`src/rtl/cordic_pkg.sv`:
```
// Shared CORDIC constants: phase scaling (2^32 LSB per turn), sample widths and
// the arctangent table used by both the rotation- and vectoring-mode CORDICs.
package cordic_pkg;

    localparam int unsigned PHASE_W  = 32;
    localparam int unsigned SAMPLE_W = 16;
    localparam int unsigned MAG_W    = SAMPLE_W + 1;

    typedef logic [PHASE_W-1:0] phase_t;

    localparam phase_t HALF_TURN    = 32'h8000_0000;
    localparam phase_t QUARTER_TURN = 32'h4000_0000;

    // round(atan(2^-idx) * 2^32 / (2*pi)) for idx = 0..23
    function automatic phase_t atan_entry(input int unsigned idx);
        phase_t a;
        case (idx)
            0:       a = 32'h2000_0000;
            1:       a = 32'h12E4_051E;
            2:       a = 32'h09FB_385B;
            3:       a = 32'h0511_11D4;
            4:       a = 32'h028B_0D43;
            5:       a = 32'h0145_D7E1;
            6:       a = 32'h00A2_F61E;
            7:       a = 32'h0051_7C55;
            8:       a = 32'h0028_BE53;
            9:       a = 32'h0014_5F2F;
            10:      a = 32'h000A_2F98;
            11:      a = 32'h0005_17CC;
            12:      a = 32'h0002_8BE6;
            13:      a = 32'h0001_45F3;
            14:      a = 32'h0000_A2FA;
            15:      a = 32'h0000_517D;
            16:      a = 32'h0000_28BE;
            17:      a = 32'h0000_145F;
            18:      a = 32'h0000_0A30;
            19:      a = 32'h0000_0518;
            20:      a = 32'h0000_028C;
            21:      a = 32'h0000_0146;
            22:      a = 32'h0000_00A3;
            23:      a = 32'h0000_0051;
            default: a = '0;
        endcase
        return a;
    endfunction

endpackage

```
`src/rtl/cordic_vec_stage.sv`:
```
// One registered vectoring micro-rotation: steers Y toward zero and accumulates
// the applied angle into z. Only the valid bit is reset.
module cordic_vec_stage
    import cordic_pkg::*;
#(
    parameter int unsigned STAGE = 0,
    parameter int unsigned W     = 20
) (
    input  logic               clk_i,
    input  logic               rst_i,
    input  logic               valid_i,
    input  logic               zero_i,
    input  logic [W-1:0]       x_i,
    input  logic [W-1:0]       y_i,
    input  logic [PHASE_W-1:0] z_i,
    output logic               valid_o,
    output logic               zero_o,
    output logic [W-1:0]       x_o,
    output logic [W-1:0]       y_o,
    output logic [PHASE_W-1:0] z_o
);

    localparam phase_t ATAN = atan_entry(STAGE);

    logic signed [W-1:0] x_sh;
    logic signed [W-1:0] y_sh;

    always_comb begin
        x_sh = $signed(x_i) >>> STAGE;
        y_sh = $signed(y_i) >>> STAGE;
    end

    always_ff @(posedge clk_i) begin
        if (rst_i) begin
            valid_o <= 1'b0;
        end else begin
            valid_o <= valid_i;
        end
    end

    always_ff @(posedge clk_i) begin
        zero_o <= zero_i;
        if (!y_i[W-1]) begin
            x_o <= x_i + y_sh;
            y_o <= y_i - x_sh;
            z_o <= z_i + ATAN;
        end else begin
            x_o <= x_i - y_sh;
            y_o <= y_i + x_sh;
            z_o <= z_i - ATAN;
        end
    end

endmodule

```
`src/rtl/cordic_vec.sv`:
```
// Vectoring-mode CORDIC: one lane of Q1.15 (cos, sin) to 32-bit phase and magnitude.
// Optional CORDIC_VEC_FREQ_EN adds freq_o, the phase step between valid outputs.
module cordic_vec
    import cordic_pkg::*;
#(
    parameter int unsigned ITER  = 16,
    parameter int unsigned GUARD = 2
) (
    input  logic                clk_i,
    input  logic                rst_i,
    input  logic                valid_i,
    input  logic [SAMPLE_W-1:0] sin_i,
    input  logic [SAMPLE_W-1:0] cos_i,
    output logic [PHASE_W-1:0]  phase_o,
    output logic [MAG_W-1:0]    mag_o,
`ifdef CORDIC_VEC_FREQ_EN
    output logic [PHASE_W-1:0]  freq_o,
`endif
    output logic                valid_o
);

    localparam int unsigned W  = 18 + GUARD;
    localparam int unsigned RW = W + 1;
    localparam logic signed [RW-1:0] RND     = RW'((1 << GUARD) >> 1);
    localparam logic signed [RW-1:0] MAG_MAX = RW'((1 << MAG_W) - 1);

    logic signed [W-1:0] cos_ext;
    logic signed [W-1:0] sin_ext;
    logic                v_p;
    logic                zero_p;
    logic [W-1:0]        x_p;
    logic [W-1:0]        y_p;
    phase_t              z_p;

    logic                v_s    [ITER+1];
    logic                zero_s [ITER+1];
    logic [W-1:0]        x_s    [ITER+1];
    logic [W-1:0]        y_s    [ITER+1];
    phase_t              z_s    [ITER+1];

    logic signed [RW-1:0] x_round;
    logic signed [RW-1:0] x_shift;
    logic [MAG_W-1:0]     mag_sat;
    phase_t               phase_next;

    always_comb begin
        cos_ext = W'($signed(cos_i)) <<< GUARD;
        sin_ext = W'($signed(sin_i)) <<< GUARD;
    end

    always_ff @(posedge clk_i) begin
        if (rst_i) begin
            v_p <= 1'b0;
        end else begin
            v_p <= valid_i;
        end
    end

    // Left half-plane inputs are rotated by 180 deg so X starts non-negative.
    always_ff @(posedge clk_i) begin
        zero_p <= (cos_i == '0) && (sin_i == '0);
        if (cos_i[SAMPLE_W-1]) begin
            x_p <= -cos_ext;
            y_p <= -sin_ext;
            z_p <= HALF_TURN;
        end else begin
            x_p <= cos_ext;
            y_p <= sin_ext;
            z_p <= '0;
        end
    end

    assign v_s[0]    = v_p;
    assign zero_s[0] = zero_p;
    assign x_s[0]    = x_p;
    assign y_s[0]    = y_p;
    assign z_s[0]    = z_p;

    for (genvar g = 0; g < ITER; g++) begin : g_stage
        cordic_vec_stage #(
            .STAGE (g),
            .W     (W)
        ) u_stage (
            .clk_i   (clk_i),
            .rst_i   (rst_i),
            .valid_i (v_s[g]),
            .zero_i  (zero_s[g]),
            .x_i     (x_s[g]),
            .y_i     (y_s[g]),
            .z_i     (z_s[g]),
            .valid_o (v_s[g+1]),
            .zero_o  (zero_s[g+1]),
            .x_o     (x_s[g+1]),
            .y_o     (y_s[g+1]),
            .z_o     (z_s[g+1])
        );
    end

    // A zero vector keeps Y=0 so every stage would add +atan; force its phase to 0.
    always_comb begin
        x_round    = RW'($signed(x_s[ITER])) + RND;
        x_shift    = x_round >>> GUARD;
        phase_next = zero_s[ITER] ? '0 : z_s[ITER];
        if (x_shift[RW-1]) begin
            mag_sat = '0;
        end else if (x_shift > MAG_MAX) begin
            mag_sat = '1;
        end else begin
            mag_sat = x_shift[MAG_W-1:0];
        end
    end

    always_ff @(posedge clk_i) begin
        if (rst_i) begin
            valid_o <= 1'b0;
            phase_o <= '0;
            mag_o   <= '0;
        end else begin
            valid_o <= v_s[ITER];
            if (v_s[ITER]) begin
                phase_o <= phase_next;
                mag_o   <= mag_sat;
            end
        end
    end

`ifdef CORDIC_VEC_FREQ_EN
    logic seen_q;

    // phase_o still holds the previous valid output when the next one arrives.
    always_ff @(posedge clk_i) begin
        if (rst_i) begin
            freq_o <= '0;
            seen_q <= 1'b0;
        end else if (v_s[ITER]) begin
            freq_o <= seen_q ? (phase_next - phase_o) : '0;
            seen_q <= 1'b1;
        end
    end
`endif

endmodule
```
`config.mk`:
```
export PLATFORM = sky130hd
export DESIGN_NAME = cordic_vec
export DESIGN_NICKNAME = d
export VERILOG_FILES = /design/src/rtl/cordic_pkg.sv /design/src/rtl/cordic_vec_stage.sv /design/src/rtl/cordic_vec.sv
export SDC_FILE = /design/constraint.sdc
export NUM_CORES = 2
export LEC_CHECK = 0
export CAP_MARGIN = 20
export CORE_ASPECT_RATIO = 0.8
export CORE_MARGIN = 3
export CORE_UTILIZATION = 60
export CTS_CLUSTER_SIZE = 12
export DETAILED_ROUTE_END_ITERATION = 8
export PLACE_DENSITY = 0.82
export SYNTH_ARGS = -nofsm -noshare
export SYNTH_HDL_FRONTEND = slang
export SYNTH_SLANG_ARGS = --single-unit
```
`constraint.sdc`:
```
create_clock -name clk_i -period 5.23 [get_ports clk_i]
set_clock_uncertainty 0.05 [all_clocks]
set_input_delay 0.7845 -clock clk_i [delete_from_list [all_inputs] [get_ports clk_i]]
set_output_delay 0.7845 -clock clk_i [all_outputs]
set_load 0.01 [all_outputs]
```
==> impl_metrics.py <==
metrics = {
    "placed_design": {
        "dp_hpwl_mm": 146,
        "portBuffers": 83,
        "gp_congestion": 0.951,
    },
    "sta": {
        "grt_setup_unrepaired": "false",
        "hold_violations": 0,
        "hold_ws_ns": 0.276,
        "worstMarginPinSlew_ns": 1.08,
        "fin_crit_ns": 4.35,
        "drv_slew": 0,
        "setup-tns-final_ns": 0,
        "relSlewSlack_pct": 26.9,
        "fin_crit_sh_pct": 83.1,
        "setup_violations": 0,
        "max_freq_mhz": 230,
    },
    "finish": {
        "area_growth_pct": 8.40,
        "drive_gt1_share_pct": 4.36,
        "n_antenna_cell": 0,
        "layout_common_cells": "dfxtp_1, ha_1, nor2_1",
        "final_common_cell": "dfxtp_1",
        "fin_nets": 10100,
        "final_util_pct": 66.1,
    },
    "critical_path": {
        "reg2reg_slack_ns": 0.88,
        "worstPathArrival_ns": 4.94,
        "cp-start-kind": "flip-flop",
        "reg2reg_to": "g_stage[8].u_stage.z_o[30]",
        "cp.required_ns": 5.82,
        "end_kind": "flip-flop",
        "rr_worst_depth": 12,
        "critPathMaxFanout": 23,
        "crit_type": "reg2reg",
        "r2r_start": "g_stage[7].u_stage.y_o[19]",
    },
    "clocking": {
        "cts_sinks": 1155,
        "cts_resized": 0,
        "clockRootBuffer": "clkbuf_16",
        "postCtsHoldBufs": 0,
        "cts.htree.levels": 3,
        "cts.reportedPaths.clkPinSlew_ns": 0.06,
        "clockBufferDepth": 3,
        "cts_tree": "built",
        "cts_inserted_buffers": 117,
        "postCtsSetupBuffers": 0,
        "worstSkewPairLatency_ns": 0.76,
    },
    "routing": {
        "drc_errors": 0,
        "dr.pass1.iters": 8,
        "wl_per_cell_um": 17.4,
        "first_iter_violations": 5126,
        "vias_per_cell": 5.95,
        "vias": 63500,
        "antenna_left": 0,
        "routed_wl_mm": 185,
    },
    "yosys": {
        "synth_largest_area_cell": "dfxtp_1",
        "ys_types": 96,
        "yosys.area_share.simple_pct": 16.5,
        "synth-compound-area-share_pct": 19.1,
        "synthArstFlopShare_pct": 0,
        "avgSynthCellArea_sq_um": 8.72,
        "yosysSeqAreaShare_pct": 30.1,
        "synth_mux_area_share_pct": 0.756,
        "synthCells": 8825,
        "synth_fa_ha_area_share_pct": 18.1,
        "synth_area_sq_um": 76900,
        "synth_xor_area_share_pct": 13.1,
        "ys_warn_count": 0,
        "ys.flop_type": "dfxtp_1",
        "synth_seq_cells": 1155,
        "synthTopCellsByArea": "dfxtp_1, ha_1, xnor2_1",
        "synth_top_area_share_pct": 30.1,
        "synth_edf_count": 0,
        "synth_top_family_by_area": "compound AO/OA/AOI/OAI gates",
    },
    "floorplanning": {
        "die-area_sq_um": 133000,
        "rows": 116,
        "core_sq_um": 126000,
        "die_h_um": 326,
        "start_util_pct": 61.0,
        "ios": 85,
        "die_w_um": 406,
    },
    "worst_hold_path": {
        "hold_depth": 0,
        "hp-start": "g_stage[9].u_stage.z_o[2]",
        "hold_class": "reg2reg",
        "holdPathEnd": "g_stage[10].u_stage.z_o[2]",
    },
    "grt": {
        "grt_pass1_vias": 59700,
        "antenna_found_initial": 5,
        "grt_pass1_wl_mm": 301,
        "grt_max_degree": 67,
        "grt-ovfl-total": 0,
        "grt_usage_pct": 27.1,
    },
    "flow_run": {
        "maxCapViolations": 0,
    },
    "status": {
        "outcome": "completed",
    },
}
## layout make-up
type	count	area, sq um
multi-input cells	7178	51900
fillers	10100	42700
flip-flops and latches	1155	23100
clock buffers	163	3310
well taps	1652	2070
inverters	379	1420
repair buffers	120	1140
clock inverters	25	358
## through the flow
stage / cell area [sq um] / cells / setup WS (ns)
finish: 83400 / 10700 / 0.884
global route: 83400 / 10700 / 0.482
CTS: 83300 / 10700 / 0.990
detailed placement: 79700 / 10500 / 0.955
global placement: 79700 / 10500 / 1.10
floorplan: 76900 / 8827 / 1.13
## cell usage after synthesis (all sizes together) (19+ instances only)
master and number:
o31ai 62, nand2 426, o21bai 68, or2 68, a31o 27, a211o 20
inv 376, ha 1048, fa 39, a2111oi 29, nor3b 19, and2 59
or3 84, o211ai 40, a211oi 90, xor2 370, nor4 53, mux2 25
nor2b 199, mux2i 30, a31oi 90, nor2 900, or4 37, clkbuf 97
o21a 145, a21o 269, o31a 27, xnor2 780, o41ai 46, nor3 308
nand2b 109, and3 119, nand3 193, a21oi 770, o21ai 403, a21boi 22
dfxtp 1155
## per-layer routing
metal,vias to the layer above,global-route usage (%),share of wire (%)
li1,31700,-,-
met1,29600,39.7,49
met2,1933,41.2,42
met3,244,5.21,7.6
met4,8,5.44,1.7
met5,-,0,0.024
## kinds of logic (layout without fill, tap and decap cells)
logic type / after synthesis / in the layout
buffers and inverters: 494 / 687
adder cells (fa/ha/maj): 1087 / 1087
multiplexers: 55 / 55
flip-flops: 1155 / 1155
other: 1 / 3
AO/OA/AOI/OAI: 2247 / 2247
XOR/XNOR: 1150 / 1150
AND/OR/NAND/NOR: 2636 / 2636
## critical path, cell delays in order (launching register included)
cell and delay (ns):
dfxtp_1 0.90, inv_1 0.58, ha_1 0.51, o21a_1 0.18, o221ai_1 0.14, or3b_1 0.42
a31oi_2 0.28, a311oi_1 0.16, nor3_1 0.26, nor3_1 0.11, o41ai_1 0.38, a21oi_1 0.15
xnor2_1 0.14
## how the worst max path moves through the flow
stage                                    start  depth (start not counted)                          to
finish              g_stage[7].u_stage.y_o[19]                         12  g_stage[8].u_stage.z_o[30]
global route        g_stage[7].u_stage.y_o[19]                         12  g_stage[8].u_stage.z_o[29]
CTS                 g_stage[7].u_stage.y_o[19]                         12  g_stage[8].u_stage.z_o[30]
detailed placement  g_stage[7].u_stage.y_o[19]                         12  g_stage[8].u_stage.z_o[30]
global placement    g_stage[7].u_stage.y_o[19]                         12  g_stage[8].u_stage.z_o[30]
floorplan           g_stage[2].u_stage.y_o[19]                         14  g_stage[3].u_stage.y_o[18]
## state kept, by name, summed over array words and instances (netlist names)
name / count
g_stage.u_stage.x_o: 316
g_stage.u_stage.zero_o: 16
z_p: 1
g_stage.u_stage.y_o: 280
g_stage.u_stage.valid_o: 16
x_p: 18
zero_p: 1
y_p: 18
v_p: 1
phase_o: 31
g_stage.u_stage.z_o: 439
mag_o: 17
valid_o: 1
Power is left out: the tool's default activity adds up to more than one toggle a clock period on the data nets, which glitch-free logic cannot reach.
